$ cat src/rtl/seq_shift_detector.sv
// Serial shift-register pattern detector.
// A DEPTH-bit history register captures x_in on each shift_en cycle. The word
// the history would hold after this shift (the candidate) is compared against a
// loadable pattern register. The result is the Mealy output 'match'.
// A fill counter blocks matches until the history holds DEPTH real samples.
// In non-overlapping mode, a guard counter blocks matches for DEPTH-1 shifts
// after each accepted match.
module seq_shift_detector #(
    parameter int                 DEPTH         = 3,
    parameter logic [DEPTH-1:0]   RESET_PATTERN = DEPTH'('b010),
    parameter logic [DEPTH-1:0]   PATTERN_RESET = DEPTH'('b101),
    parameter int                 CNT_W         = 8
) (
    input  logic              clock,
    input  logic              reset,
    input  logic              x_in,
    input  logic              shift_en,
    input  logic              clr,
    input  logic              nonoverlap,
    input  logic              pattern_load,
    input  logic [DEPTH-1:0]  pattern_in,
    output logic              y_out,
    output logic [DEPTH-1:0]  history,
    output logic              match,
    output logic [CNT_W-1:0]  match_count,
    output logic              count_sat
);

    // The fill and guard counters never exceed DEPTH-1.
    localparam int             FW       = $clog2(DEPTH);
    localparam logic [FW-1:0]  FILL_MAX = FW'(DEPTH - 1);

    logic [DEPTH-1:0]  history_q, history_d;
    logic [DEPTH-1:0]  pattern_q, pattern_d;
    logic [FW-1:0]     fill_q, fill_d;
    logic [FW-1:0]     guard_q, guard_d;
    logic [CNT_W-1:0]  count_q, count_d;
    logic [DEPTH-1:0]  candidate;

    assign candidate   = {history_q[DEPTH-2:0], x_in};
    assign y_out       = history_q[DEPTH-1];
    assign history     = history_q;
    assign match_count = count_q;
    assign count_sat   = &count_q;

    // Match decision: compared against the current pattern register, so a same-cycle load is not seen yet.
    always_comb begin
        match = shift_en && !clr && (candidate == pattern_q)
                && (fill_q == FILL_MAX) && (guard_q == '0);
    end

    // Next-state for history, pattern, fill, guard and counter; clr overrides shifting.
    always_comb begin
        history_d = history_q;
        pattern_d = pattern_q;
        fill_d    = fill_q;
        guard_d   = guard_q;
        count_d   = count_q;

        if (pattern_load) begin
            pattern_d = pattern_in;
        end

        if (clr) begin
            history_d = RESET_PATTERN;
            fill_d    = '0;
            guard_d   = '0;
            count_d   = '0;
        end else if (shift_en) begin
            history_d = candidate;
            if (fill_q != FILL_MAX) begin
                fill_d = fill_q + FW'(1);
            end
            if (match && nonoverlap) begin
                guard_d = FILL_MAX;
            end else if (guard_q != '0) begin
                guard_d = guard_q - FW'(1);
            end
            if (match && !count_sat) begin
                count_d = count_q + CNT_W'(1);
            end
        end
    end

    // State registers with asynchronous active-low reset.
    always_ff @(posedge clock or negedge reset) begin
        if (!reset) begin
            history_q <= RESET_PATTERN;
            pattern_q <= PATTERN_RESET;
            fill_q    <= '0;
            guard_q   <= '0;
            count_q   <= '0;
        end else begin
            history_q <= history_d;
            pattern_q <= pattern_d;
            fill_q    <= fill_d;
            guard_q   <= guard_d;
            count_q   <= count_d;
        end
    end

endmodule

$ cat config.mk
export PLATFORM = sky130hd
export DESIGN_NAME = seq_shift_detector
export DESIGN_NICKNAME = d
export VERILOG_FILES = /design/src/rtl/seq_shift_detector.sv
export SDC_FILE = /design/constraint.sdc
export NUM_CORES = 1
export LEC_CHECK = 0
export BUFFER_PORTS_ARGS = -buffer_cell sky130_fd_sc_hd__clkbuf_2
export CAP_MARGIN = 10
export CELL_PAD_IN_SITES_DETAIL_PLACEMENT = 0
export CELL_PAD_IN_SITES_GLOBAL_PLACEMENT = 1
export CORE_UTILIZATION = 35
export CTS_BUF_LIST = sky130_fd_sc_hd__clkbuf_2 sky130_fd_sc_hd__clkbuf_4 sky130_fd_sc_hd__clkbuf_8
export CTS_CLUSTER_DIAMETER = 30
export DETAILED_ROUTE_END_ITERATION = 6
export MAX_ROUTING_LAYER = met4
export PLACE_DENSITY = 0.76
export SLEW_MARGIN = 20
export SYNTH_ARGS = -nofsm -noshare
export SYNTH_HDL_FRONTEND = slang
export SYNTH_SLANG_ARGS = --single-unit
export TNS_END_PERCENT = 30
$ cat constraint.sdc
create_clock -name clock -period 2.2 [get_ports clock]
set_clock_uncertainty 0.1 [all_clocks]
set_input_delay 0.11 -clock clock [delete_from_list [all_inputs] [get_ports clock]]
set_output_delay 0.11 -clock clock [all_outputs]
set_load 0.01 [all_outputs]
## After elaboration in Yosys (flattened, before gate mapping)

Index checks and enable logic that the tools add are counted.

| operators by class | value |
|---|---|
| add/sub/neg operators | 3 |
| multipliers | 0 |
| div/mod/pow operators | 0 |
| order comparisons | 0 |
| equality and inequality tests | 3 |
| shifts and indexed selects | 0 |
| muxes and demuxes | 12 |
| bitwise gates (word level) | 0 |
| reductions and logical operators | 18 |

Operators with widths:

| cell | count |
|---|---|
| $mux W8 | 3 |
| $mux W2 | 7 |
| $add A8 B1 Y8 const B | 1 |
| $reduce_and A8 Y1 | 1 |
| $reduce_bool A2 Y1 | 4 |
| $logic_and A1 B1 Y1 | 6 |
| $mux W3 | 2 |
| $reduce_and A2 Y1 | 3 |
| $eq A3 B3 Y1 | 1 |
| $reduce_bool A3 Y1 | 1 |
| $add A2 B1 Y2 const B | 1 |
| $eq A2 B2 Y1 const B | 1 |
| $logic_not A1 Y1 | 2 |
| $logic_not A2 Y1 | 1 |
| $ne A2 B2 Y1 const B | 1 |
| $sub A2 B1 Y2 const B | 1 |

| storage, ports and cells | value |
|---|---|
| register bits | 18 |
| bits in latches | 0 |
| RAM bits | 0 |
| bits in read-only memories | 0 |
| input port bits | 10 |
| output and inout bits | 14 |
| memories kept | 0 |

## Logic depth before layout (Yosys ltp)

Gate-level depths: netlist (run 1).

| logic depth | value |
|---|---|
| word-level depth | 9 |
| depth in mapped cells | 9 |
| depth with buffers taken out | 7 |

## Worst setup path after synthesis (run 1)

OpenSTA, ideal clock, no wires.

| timing | value |
|---|---|
| path type | flip-flop to flip-flop |
| start | reg history_q[0] (netlist: history[0]) |
| end | reg count_q[2] (netlist: match_count[2]) |
| library setup time | 0.140 ns |
| arrival time | 1.809 ns |
| data required time | 1.960 ns |
| slack | 0.151 ns |
| cell stages (with the launch flop) | 7 |
| period minus slack after synthesis | 2.049 ns |
| path through | dfrtp_1 > xor2_1 > or4_1 > buf_2 > buf_2 > o311ai_0 > o41ai_1 |

| on the way | value |
|---|---|
| longest elaborated chain between the ends | 7 |

Ends and longest elaborated chain:

| item | line | text |
|---|---|---|
| from (decl) | 33 | `logic [DEPTH-1:0] history_q, history_d;` |
| from (signal assigned) | 94 | `history_q <= history_d;` |
| $eq A3 B3 Y1 | 48 | `match = shift_en && !clr && (candidate == pattern_q)` |
| $logic_and A1 B1 Y1 | 48 |  |
| $logic_and A1 B1 Y1 (2 in series) | 49 | `&& (fill_q == FILL_MAX) && (guard_q == '0);` |
| $logic_and A1 B1 Y1 | 79 | `if (match && !count_sat) begin` |
| $reduce_bool A2 Y1 (no line) | -- |  |
| $reduce_and A2 Y1 (no line) | -- |  |
| to (signal assigned) | 98 | `count_q <= count_d;` |
| to (decl) | 37 | `logic [CNT_W-1:0] count_q, count_d;` |

Every way passes these cells.
A chain may end at the register's enable or synchronous reset.

## Worst setup path in the final report (run 1)

| timing | value |
|---|---|
| start | reg fill_q[0] |
| end | reg count_q[7] (netlist: match_count[7]) |

| on the way | value |
|---|---|
| longest elaborated chain between the ends | 6 |

Ends and longest elaborated chain:

| item | line | text |
|---|---|---|
| from (decl) | 35 | `logic [FW-1:0] fill_q, fill_d;` |
| from (signal assigned) | 96 | `fill_q <= fill_d;` |
| $eq A2 B2 Y1 | 49 |  |
| $logic_and A1 B1 Y1 (2 in series) | 49 |  |
| $logic_and A1 B1 Y1 | 79 |  |
| $reduce_bool A2 Y1 (no line) | -- |  |
| $reduce_and A2 Y1 (no line) | -- |  |

Every way passes these cells.

==> flow_metrics.env, run 1 <==
export IMPL_drt_total_wl_um=2265
export IMPL_via_count=855
export IMPL_arrival_ps=2320
export IMPL_track_usage_pct=17.48
export IMPL_synthDistinctLibCells=27
export IMPL_cts_root_buf="clkbuf_4"
export IMPL_finalCritPeriodShare_pct=99.24
export IMPL_worst_setup_path_type="register to register"
export IMPL_yosys_top_cells_area="dfrtp_1, dfstp_2, mux2_2"
export IMPL_first_pass_iters=3
export IMPL_grt_pass1_wl_um=3401
export IMPL_power_mw=0.6884
export IMPL_clockBufferDepth=2
export IMPL_final_cell_mix="clkbuf_2, dfrtp_1, buf_4"
export IMPL_synthCells=92
export IMPL_drive_gt1_share_pct=41.09
export IMPL_viasPerCell=5.377
export IMPL_drtIter0Drc=2
export IMPL_finalHoldViolCount=0
export IMPL_cts_tree="done"
export IMPL_diodes=0
export IMPL_multi_input_area_sq_um=475.5
export IMPL_grt_setup_unrepaired="yes"
export IMPL_ant_nets=0
export IMPL_vdd_ir_drop_max_uv=463.7
export IMPL_dieArea_sq_um=2889
export IMPL_wl_per_cell_um=14.25
export IMPL_grt_overflow=0
export IMPL_ys_ff_latch=18
export IMPL_cp_startpoint="fill_q[0]"
export IMPL_cp_start_kind="register"
export IMPL_drcViolationCount=0
export IMPL_p_clk_share_pct=29.8
export IMPL_first_global_vias=757
export IMPL_yosysTopAreaCellShare_pct=40.05
export IMPL_end_kind="register"
export IMPL_rr_endpoint="match_count[7]"
export IMPL_io_pin_count=24
export IMPL_grt_antenna_before_repair=0
export IMPL_critPathRequiredTime_ps=2340
export IMPL_register_area_sq_um=454.2
export IMPL_max_cap_viol_count=0
export IMPL_path_clk_slew_ps=110
export IMPL_layout_commonest_cell="clkbuf_2"
export IMPL_internal_power_mw=0.5139
export IMPL_clock_latency_ps=290
export IMPL_cts_buffers=3
export IMPL_fp_dieH_um=53.75
export IMPL_rows=18
export IMPL_ff2ff_path_depth=7
export IMPL_worstHoldEndpoint="history[0]"
export IMPL_core_sq_um=2500
export IMPL_r2r_start="fill_q[0]"
export IMPL_die_w_um=53.75
export IMPL_syn_avg_cell_area_sq_um=10.19
export IMPL_yosysTopAreaCell="dfrtp_1"
export IMPL_hold_start="x_in"
export IMPL_slew_viol_final=0
export IMPL_switchingPower_mw=0.1746
export IMPL_critPathMaxFanout=6
export IMPL_syn_to_final_growth_pct=36.58
export IMPL_final_nets=143
export IMPL_timing_fmax_mhz=458.0
export IMPL_syn_area_sq_um=937.1
export IMPL_dp_hpwl_um=1514
export IMPL_power_density_nw_per_um2=537.8
export IMPL_fillers=236
export IMPL_slew_headroom_pct=64.91
export IMPL_htree_levels=1
export IMPL_yosys_warnings=0
export IMPL_ys_seq_area_share_pct=48.46
export IMPL_worstMarginPinSlew_ps=519.6
export IMPL_pwr_share_comb_pct=17.2
export IMPL_gp_congestion=0.7626
export IMPL_hold_depth=3
export IMPL_holdWs_ps=12.98
export IMPL_status="finished, final reports clean"
export IMPL_reg2reg_slack_ps=20
export IMPL_grt_max_degree=19
export IMPL_leakage_nw=0.5912
export IMPL_fin_crit_ps=2183
export IMPL_seqPwrFrac_pct=53.0
export IMPL_portBuffers=23
export IMPL_start_util_pct=37.49
export IMPL_netSwitchingFraction_pct=25.36
export IMPL_hold_class="input port to register"
export IMPL_cts_sinks=18
export IMPL_setup_viol=0
export IMPL_syn_num_nets=105
[cell families after synthesis]
kind of cell / Yosys count / share of synthesized area, %
muxes: 7 / 8.010
xor gates and xnor gates: 4 / 3.739
DFF: 18 / 48.47
AOI/OAI and AO/OA: 18 / 12.68
adders and majority gates: 3 / 4.006
buffers and inverters: 12 / 5.607
and+or+nand+nor: 30 / 17.49
[flip-flops by register name (all words and copies together), names as in the netlist]
| signal | cells |
|---|---|
| history | 3 |
| match_count | 8 |
| guard_q | 2 |
| pattern_q | 3 |
| fill_q | 2 |
[per-layer routing]
| metal | vias to the layer above | track usage [%] | wire length (um) |
|---|---|---|---|
| li1 | 409 | - | - |
| met1 | 431 | 20.91 | 994 |
| met2 | 13 | 28.81 | 1182 |
| met3 | 2 | 5.085 | 74 |
| met4 | 0 | 3.947 | 13 |
| met5 | - | - | 0 |
[metrics by stage]
stage	TNS (ps)	cells	utilization (%)	worst slack, ps	area [sq um]
after global routing	-210.1	159	51.20	-55.89	1280
after detailed placement	-126.2	144	43.89	-35.26	1097
after global placement	0	144	43.89	29.52	1097
final	0	159	51.20	16.70	1280
after CTS	0	154	47.90	29.42	1197
after floorplan	0	92	-	151.4	937.1
[timing repair]
| item | 4_1_cts | 5_1_grt |
|---|---|---|
| hold buffers | 6 | 0 |
| resized for setup | 1 | 14 |
| hold endpoints to repair | 21 | 0 |
| pin swaps | 0 | 7 |
| endpoints found under the setup margin | 6 | 7 |
| cloned | 0 | 0 |
| setup buffers | 0 | 5 |
[power by group through the flow]
stage	clock network (mW)	logic, mW	registers, mW
after floorplan	0	0.0586	0.370
after global placement	0	0.0928	0.369
after detailed placement	0	0.0952	0.370
after CTS	0.217	0.108	0.364
after global routing	0.234	0.132	0.367
final	0.205	0.118	0.365
[cells in the mapped netlist]
cell,count
nor3_1,1
and3_1,2
dfrtp_1,15
nand3_1,5
o311ai_0,2
inv_1,6
o21ai_0,2
nor2_1,7
a211oi_1,1
clkbuf_1,2
mux2i_1,3
or4_1,6
ha_1,3
xnor2_1,1
nand2b_1,2
o41ai_1,3
xor2_1,3
dfstp_2,3
nand4b_1,1
a21oi_1,7
o31ai_1,3
mux2_2,4
buf_2,3
nand2_1,4
nand3b_1,1
or3_1,1
buf_4,1
[worst max-delay path: stages (launching register included)]
cell      delay [ps]
dfrtp_1          390
inv_2             80
ha_4             130
nand4b_1         120
or4_4            580
buf_4            170
or4_1            490
nand2_1           70
[worst max-delay path by stage]
stage                           to  depth (start not counted)
CTS                          match                          7
global placement    match_count[3]                          4
finish              match_count[7]                          7
floorplan           match_count[2]                          6
detailed placement  match_count[5]                          6
global route                 match                          7
[cell type report]
cell class | count | area share [%]
clock buffer | 4 | 2.835
inverter | 6 | 1.760
multi-input combinational | 62 | 37.15
sequential | 18 | 35.48
tap | 30 | 2.933
timing repair buffer | 39 | 19.84
Power figures use the tool's default switching activity.
==> run 2: changes to the inputs <==
--- a/config.mk
+++ b/config.mk
@@ -9,6 +9,7 @@
 export CAP_MARGIN = 10
 export CELL_PAD_IN_SITES_DETAIL_PLACEMENT = 0
 export CELL_PAD_IN_SITES_GLOBAL_PLACEMENT = 1
+export CORE_ASPECT_RATIO = 2
 export CORE_UTILIZATION = 35
 export CTS_BUF_LIST = sky130_fd_sc_hd__clkbuf_2 sky130_fd_sc_hd__clkbuf_4 sky130_fd_sc_hd__clkbuf_8
 export CTS_CLUSTER_DIAMETER = 30
==> run 2 against run 1 <==
Effect of this change:
- count of clock-buffer cells in the layout did not move
- clock power rose by 29%
- sequential cell count did not move
- hold slack improved by 20 ps
- first-iteration DRC count rose to 10 times the previous value
- die area rose by 0.44%
- power rose by 6.5%
- worst setup slack improved by 41 ps
- utilization fell by 3.0 points
- register-to-register slack improved by 40 ps
- largest cell class is now registers
==> flow_metrics.env, run 2 (synthesized netlist as in run 1, its figures left out) <==
export IMPL_cts_sinks=18
export IMPL_power_mw=0.7334
export IMPL_diodes=0
export IMPL_via_count=805
export IMPL_clock_latency_ps=250
export IMPL_worstMarginPinSlew_ps=511.2
export IMPL_power_density_nw_per_um2=599.4
export IMPL_dieArea_sq_um=2901
export IMPL_first_global_vias=756
export IMPL_ant_nets=0
export IMPL_portBuffers=23
export IMPL_multi_input_area_sq_um=452.9
export IMPL_fillers=246
export IMPL_rr_endpoint="match_count[7]"
export IMPL_end_kind="register"
export IMPL_rows=26
export IMPL_first_pass_iters=4
export IMPL_dp_hpwl_um=1483
export IMPL_drt_total_wl_um=2084
export IMPL_internal_power_mw=0.5622
export IMPL_grt_max_degree=19
export IMPL_drtIter0Drc=20
export IMPL_vdd_ir_drop_max_uv=364.6
export IMPL_arrival_ps=2230
export IMPL_register_area_sq_um=454.2
export IMPL_reg2reg_slack_ps=60
export IMPL_worst_setup_path_type="register to register"
export IMPL_fin_crit_ps=2142
export IMPL_netSwitchingFraction_pct=23.35
export IMPL_wl_per_cell_um=13.80
export IMPL_htree_levels=1
export IMPL_seqPwrFrac_pct=49.9
export IMPL_drcViolationCount=0
export IMPL_critical_path_endpoint="match_count[7]"
export IMPL_clockBufferDepth=2
export IMPL_leakage_nw=0.5666
export IMPL_critPathRequiredTime_ps=2290
export IMPL_largest_reg_flops=8
export IMPL_timing_fmax_mhz=466.8
export IMPL_cts_root_buf="clkbuf_8"
export IMPL_critPathMaxFanout=6
export IMPL_viasPerCell=5.331
export IMPL_cts_tree="done"
export IMPL_final_nets=137
export IMPL_grt_setup_unrepaired="yes"
export IMPL_drive_gt1_share_pct=36.59
export IMPL_cp_startpoint="fill_q[0]"
export IMPL_utilization_pct=48.22
export IMPL_p_clk_share_pct=36.1
export IMPL_final_cell_mix="clkbuf_2, dfrtp_1, nor2_1"
export IMPL_r2r_start="fill_q[0]"
export IMPL_grt_pass1_wl_um=3277
export IMPL_grt_antenna_before_repair=0
export IMPL_setup_viol=0
export IMPL_layout_commonest_cell="clkbuf_2"
export IMPL_die_w_um=38.59
export IMPL_gp_congestion=0.7335
export IMPL_path_clk_slew_ps=70
export IMPL_io_pin_count=24
export IMPL_cp_start_kind="register"
export IMPL_cts_buffers=3
export IMPL_fp_dieH_um=75.18
export IMPL_start_util_pct=36.93
export IMPL_finalHoldViolCount=0
export IMPL_syn_to_final_growth_pct=30.57
export IMPL_finalCritPeriodShare_pct=97.37
export IMPL_switchingPower_mw=0.1712
export IMPL_pwr_share_comb_pct=14.0
export IMPL_hold_class="input port to register"
export IMPL_slew_viol_final=0
export IMPL_ff2ff_path_depth=7
export IMPL_max_cap_viol_count=0
export IMPL_status="finished, final reports clean"
export IMPL_track_usage_pct=16.31
export IMPL_slew_headroom_pct=65.48
export IMPL_grt_overflow=0
export IMPL_core_sq_um=2537
[run 2: how the worst min path moves through the flow]
stage | start | endpoint | slack, ps | cells after the start
6_report | x_in | history[0] | 30 | 3
5_1_grt | pattern_load | pattern_q[1] | 50 | 2
4_1_cts | x_in | history[0] | 30 | 3
3_5_place_dp | reset | fill_q[1] | -20 | 1
3_3_place_gp | reset | fill_q[1] | -20 | 1
2_1_floorplan | reset | fill_q[0] | -290 | 0
[run 2: area by class of cell]
cell class / count / area share [%]
clock buffers: 4 / 4.499
inverters: 6 / 1.840
multi-input cells: 62 / 37.01
flip-flops and latches: 18 / 37.12
well taps: 28 / 2.863
repair buffers: 33 / 16.67
[run 2: per-stage QoR]
stage	std cells	setup slack [ps]	setup TNS, ps	cell area (sq um)	hold slack [ps]
3_5_place_dp	141	18.21	0	1087	-23.58
5_1_grt	151	-21.70	-55.38	1224	50.71
3_3_place_gp	141	46.44	0	1087	-24.45
2_1_floorplan	92	151.4	0	937.1	-285.6
6_report	151	57.88	0	1224	32.56
4_1_cts	149	96.31	0	1186	32.44
[run 2: layer usage]
layer	GRT usage, %	wire length, um
met1	18.58	840
met2	27.22	1169
met3	1.770	57
met4	8.046	18
met5	-	0
[run 2: what timing repair did]
action | in CTS | in global routing
gates resized for setup | 1 | 8
endpoints found under the setup margin | 4 | 3
hold buffers | 4 | 0
endpoints found under the hold margin | 18 | 0
pin swaps | 0 | 4
buffers inserted | 0 | 2
[run 2: worst max-delay path, cell delays in order, from the launching register on]
cell and delay [ps]:
dfrtp_1 370, inv_2 90, ha_4 150, nand4b_1 110, or4_4 550, buf_6 150, or4_1 490, nand2_1 80
[run 2: power by group through the flow]
stage          sequential, mW  clock [mW]  combinational [mW]
3_5_place_dp            0.372           0              0.0906
4_1_cts                 0.365       0.272              0.0982
3_3_place_gp            0.370           0              0.0908
6_report                0.366       0.264               0.103
2_1_floorplan           0.370           0              0.0586
5_1_grt                 0.369       0.285               0.118
==> run 3: changes to the inputs <==
--- a/config.mk
+++ b/config.mk
@@ -14,6 +14,7 @@
 export CTS_BUF_LIST = sky130_fd_sc_hd__clkbuf_2 sky130_fd_sc_hd__clkbuf_4 sky130_fd_sc_hd__clkbuf_8
 export CTS_CLUSTER_DIAMETER = 30
 export DETAILED_ROUTE_END_ITERATION = 6
+export HOLD_SLACK_MARGIN = 0.08
 export MAX_ROUTING_LAYER = met4
 export PLACE_DENSITY = 0.76
 export SLEW_MARGIN = 20
==> run 3 against run 2 <==
Effect of this change:
- power rose by 1.9%
- die area did not move
- clock power about the same
- non-clock buffer count grew 4
- wire length up 7.0%
- critical path depth did not move
- hold slack better by 94 ps
- global-route usage is 0.78 points higher
- utilization is 1.6 points higher
- register-to-register slack is essentially flat
- design area rose by 3.3%
- sequential cell count stayed put
- critical path type is now input port to register
- critical endpoint unchanged
- largest cell class unchanged
- largest power group unchanged
==> flow_metrics.env, run 3 (synthesized netlist as in run 1, its figures left out) <==
export IMPL_status="finished, final reports clean"
export IMPL_finalSetupTns_ps=0
export IMPL_pwr_share_comb_pct=15.2
export IMPL_via_count=840
export IMPL_wl_met2_um=1259
export IMPL_hold_class="input port to register"
export IMPL_critPathMaxFanout=6
export IMPL_path_clk_slew_ps=70
export IMPL_portBuffers=23
export IMPL_cts_buffers=3
export IMPL_timing_fmax_mhz=465.5
export IMPL_leakage_nw=0.5834
export IMPL_viasPerCell=5.419
export IMPL_grt_overflow=0
export IMPL_ant_nets=0
export IMPL_wl_met1_um=887
export IMPL_slew_headroom_pct=65.48
export IMPL_drcViolationCount=0
export IMPL_path_buf_inv=3
export IMPL_path_cells="dlygate4sd3_1 -> clkbuf_2 -> xor2_1 -> or4_4 -> buf_6 -> or4_1 -> nand2_1"
export IMPL_drive_gt1_share_pct=35.43
export IMPL_rows=26
export IMPL_fin_crit_ps=2148
export IMPL_dp_hpwl_um=1483
export IMPL_finalCritPeriodShare_pct=97.64
export IMPL_die_w_um=38.59
export IMPL_internal_power_mw=0.5703
export IMPL_cp_start_kind="input port"
export IMPL_utilization_pct=49.80
export IMPL_critical_path_top_delay_family="simple AND/OR/NAND/NOR gates"
export IMPL_vdd_ir_drop_max_uv=386.2
export IMPL_grt_antenna_before_repair=0
export IMPL_slew_viol_final=0
export IMPL_met3_length_um=66
export IMPL_first_pass_iters=4
export IMPL_largest_reg_flops=8
export IMPL_first_global_vias=787
export IMPL_cts_tree="done"
export IMPL_drtIter0Drc=21
export IMPL_power_density_nw_per_um2=591.5
export IMPL_layout_commonest_cell="clkbuf_2"
export IMPL_end_kind="register"
export IMPL_switchingPower_mw=0.1772
export IMPL_clockBufferDepth=2
export IMPL_track_usage_pct=17.09
export IMPL_slowest_delay_ps=570
export IMPL_worst_setup_path_type="input port to register"
export IMPL_power_mw=0.7474
export IMPL_wl_per_cell_um=14.39
export IMPL_start_util_pct=36.93
export IMPL_seqPwrFrac_pct=49.0
export IMPL_fillers=243
export IMPL_clock_latency_ps=250
export IMPL_netSwitchingFraction_pct=23.70
export IMPL_cts_root_buf="clkbuf_8"
export IMPL_final_nets=141
export IMPL_grt_setup_unrepaired="yes"
export IMPL_critPathRequiredTime_ps=2290
export IMPL_finalHoldViolCount=0
export IMPL_fp_dieH_um=75.18
export IMPL_grt_pass1_wl_um=3429
export IMPL_worstMarginPinSlew_ps=511.2
export IMPL_max_cap_viol_count=0
export IMPL_dieArea_sq_um=2901
export IMPL_setup_viol=0
export IMPL_top_layer_used="met4"
export IMPL_drt_total_wl_um=2230
export IMPL_arrival_ps=2240
export IMPL_core_sq_um=2537
export IMPL_grt_max_degree=19
export IMPL_p_clk_share_pct=35.8
export IMPL_gp_congestion=0.7335
export IMPL_syn_to_final_growth_pct=34.85
export IMPL_io_pin_count=24
export IMPL_cts_sinks=18
export IMPL_slowest_stage="or4_4"
export IMPL_final_cell_mix="clkbuf_2, dfrtp_1, dlygate4sd3_1"
export IMPL_diodes=0
export IMPL_htree_levels=1
==> run 3: metrics by stage <==
| step | std cells | hold slack, ps | area [sq um] | setup WS [ps] |
|---|---|---|---|---|
| after floorplan | 92 | -285.6 | 937.1 | 151.4 |
| after global placement | 141 | -24.45 | 1087 | 46.44 |
| after detailed placement | 141 | -23.58 | 1087 | 18.21 |
| after CTS | 153 | 132.6 | 1226 | 55.03 |
| after global routing | 155 | 142.9 | 1264 | -21.74 |
| final | 155 | 126.6 | 1264 | 51.87 |
==> run 3: path summary, 6_finish.rpt <==
kind                                  from              to  slack (ps)  depth (start not counted)
worst min-delay path                   clr  match_count[3]         130                          3
max in group asynchronous            reset      history[1]        1420                          2
worst min register to register  history[2]      history[2]         450                          2
worst max register to register  guard_q[0]  match_count[7]          60                          7
worst max-delay path                  x_in  match_count[7]          50                          7
min in group asynchronous            reset       fill_q[1]         230                          2
==> run 3: timing repair <==
item                                    CTS  global route
resized for setup                         1             8
pin swaps                                 0             4
buffers inserted                          0             2
hold buffers                              8             0
endpoints found under the setup margin    4             3
endpoints found under the hold margin    22             0
==> run 3: worst min-delay path: stages <==
cell      delay, ps
clkbuf_2         90
buf_4           190
a21oi_2          50
==> run 3: power by group through the flow <==
stage | clock (mW) | sequential [mW] | combinational (mW)
final | 0.267 | 0.366 | 0.114
after global routing | 0.285 | 0.369 | 0.129
after CTS | 0.272 | 0.365 | 0.107
after detailed placement | 0 | 0.372 | 0.0906
after global placement | 0 | 0.370 | 0.0908
after floorplan | 0 | 0.370 | 0.0586
==> run 3: layout make-up <==
type	count	area (sq um)	area share, %
Clock buffer	4	55.05	4.356
Inverter	6	22.52	1.782
Multi-Input combinational cell	62	452.9	35.84
Sequential cell	18	454.2	35.94
Tap cell	28	35.03	2.772
Timing Repair Buffer	37	244.0	19.31
==> run 3: layer usage <==
metal  track usage, %  vias up
li1                 -      402
met1            18.97      416
met2            28.89       20
met3            2.065        2
met4            8.429        0
met5                -        -
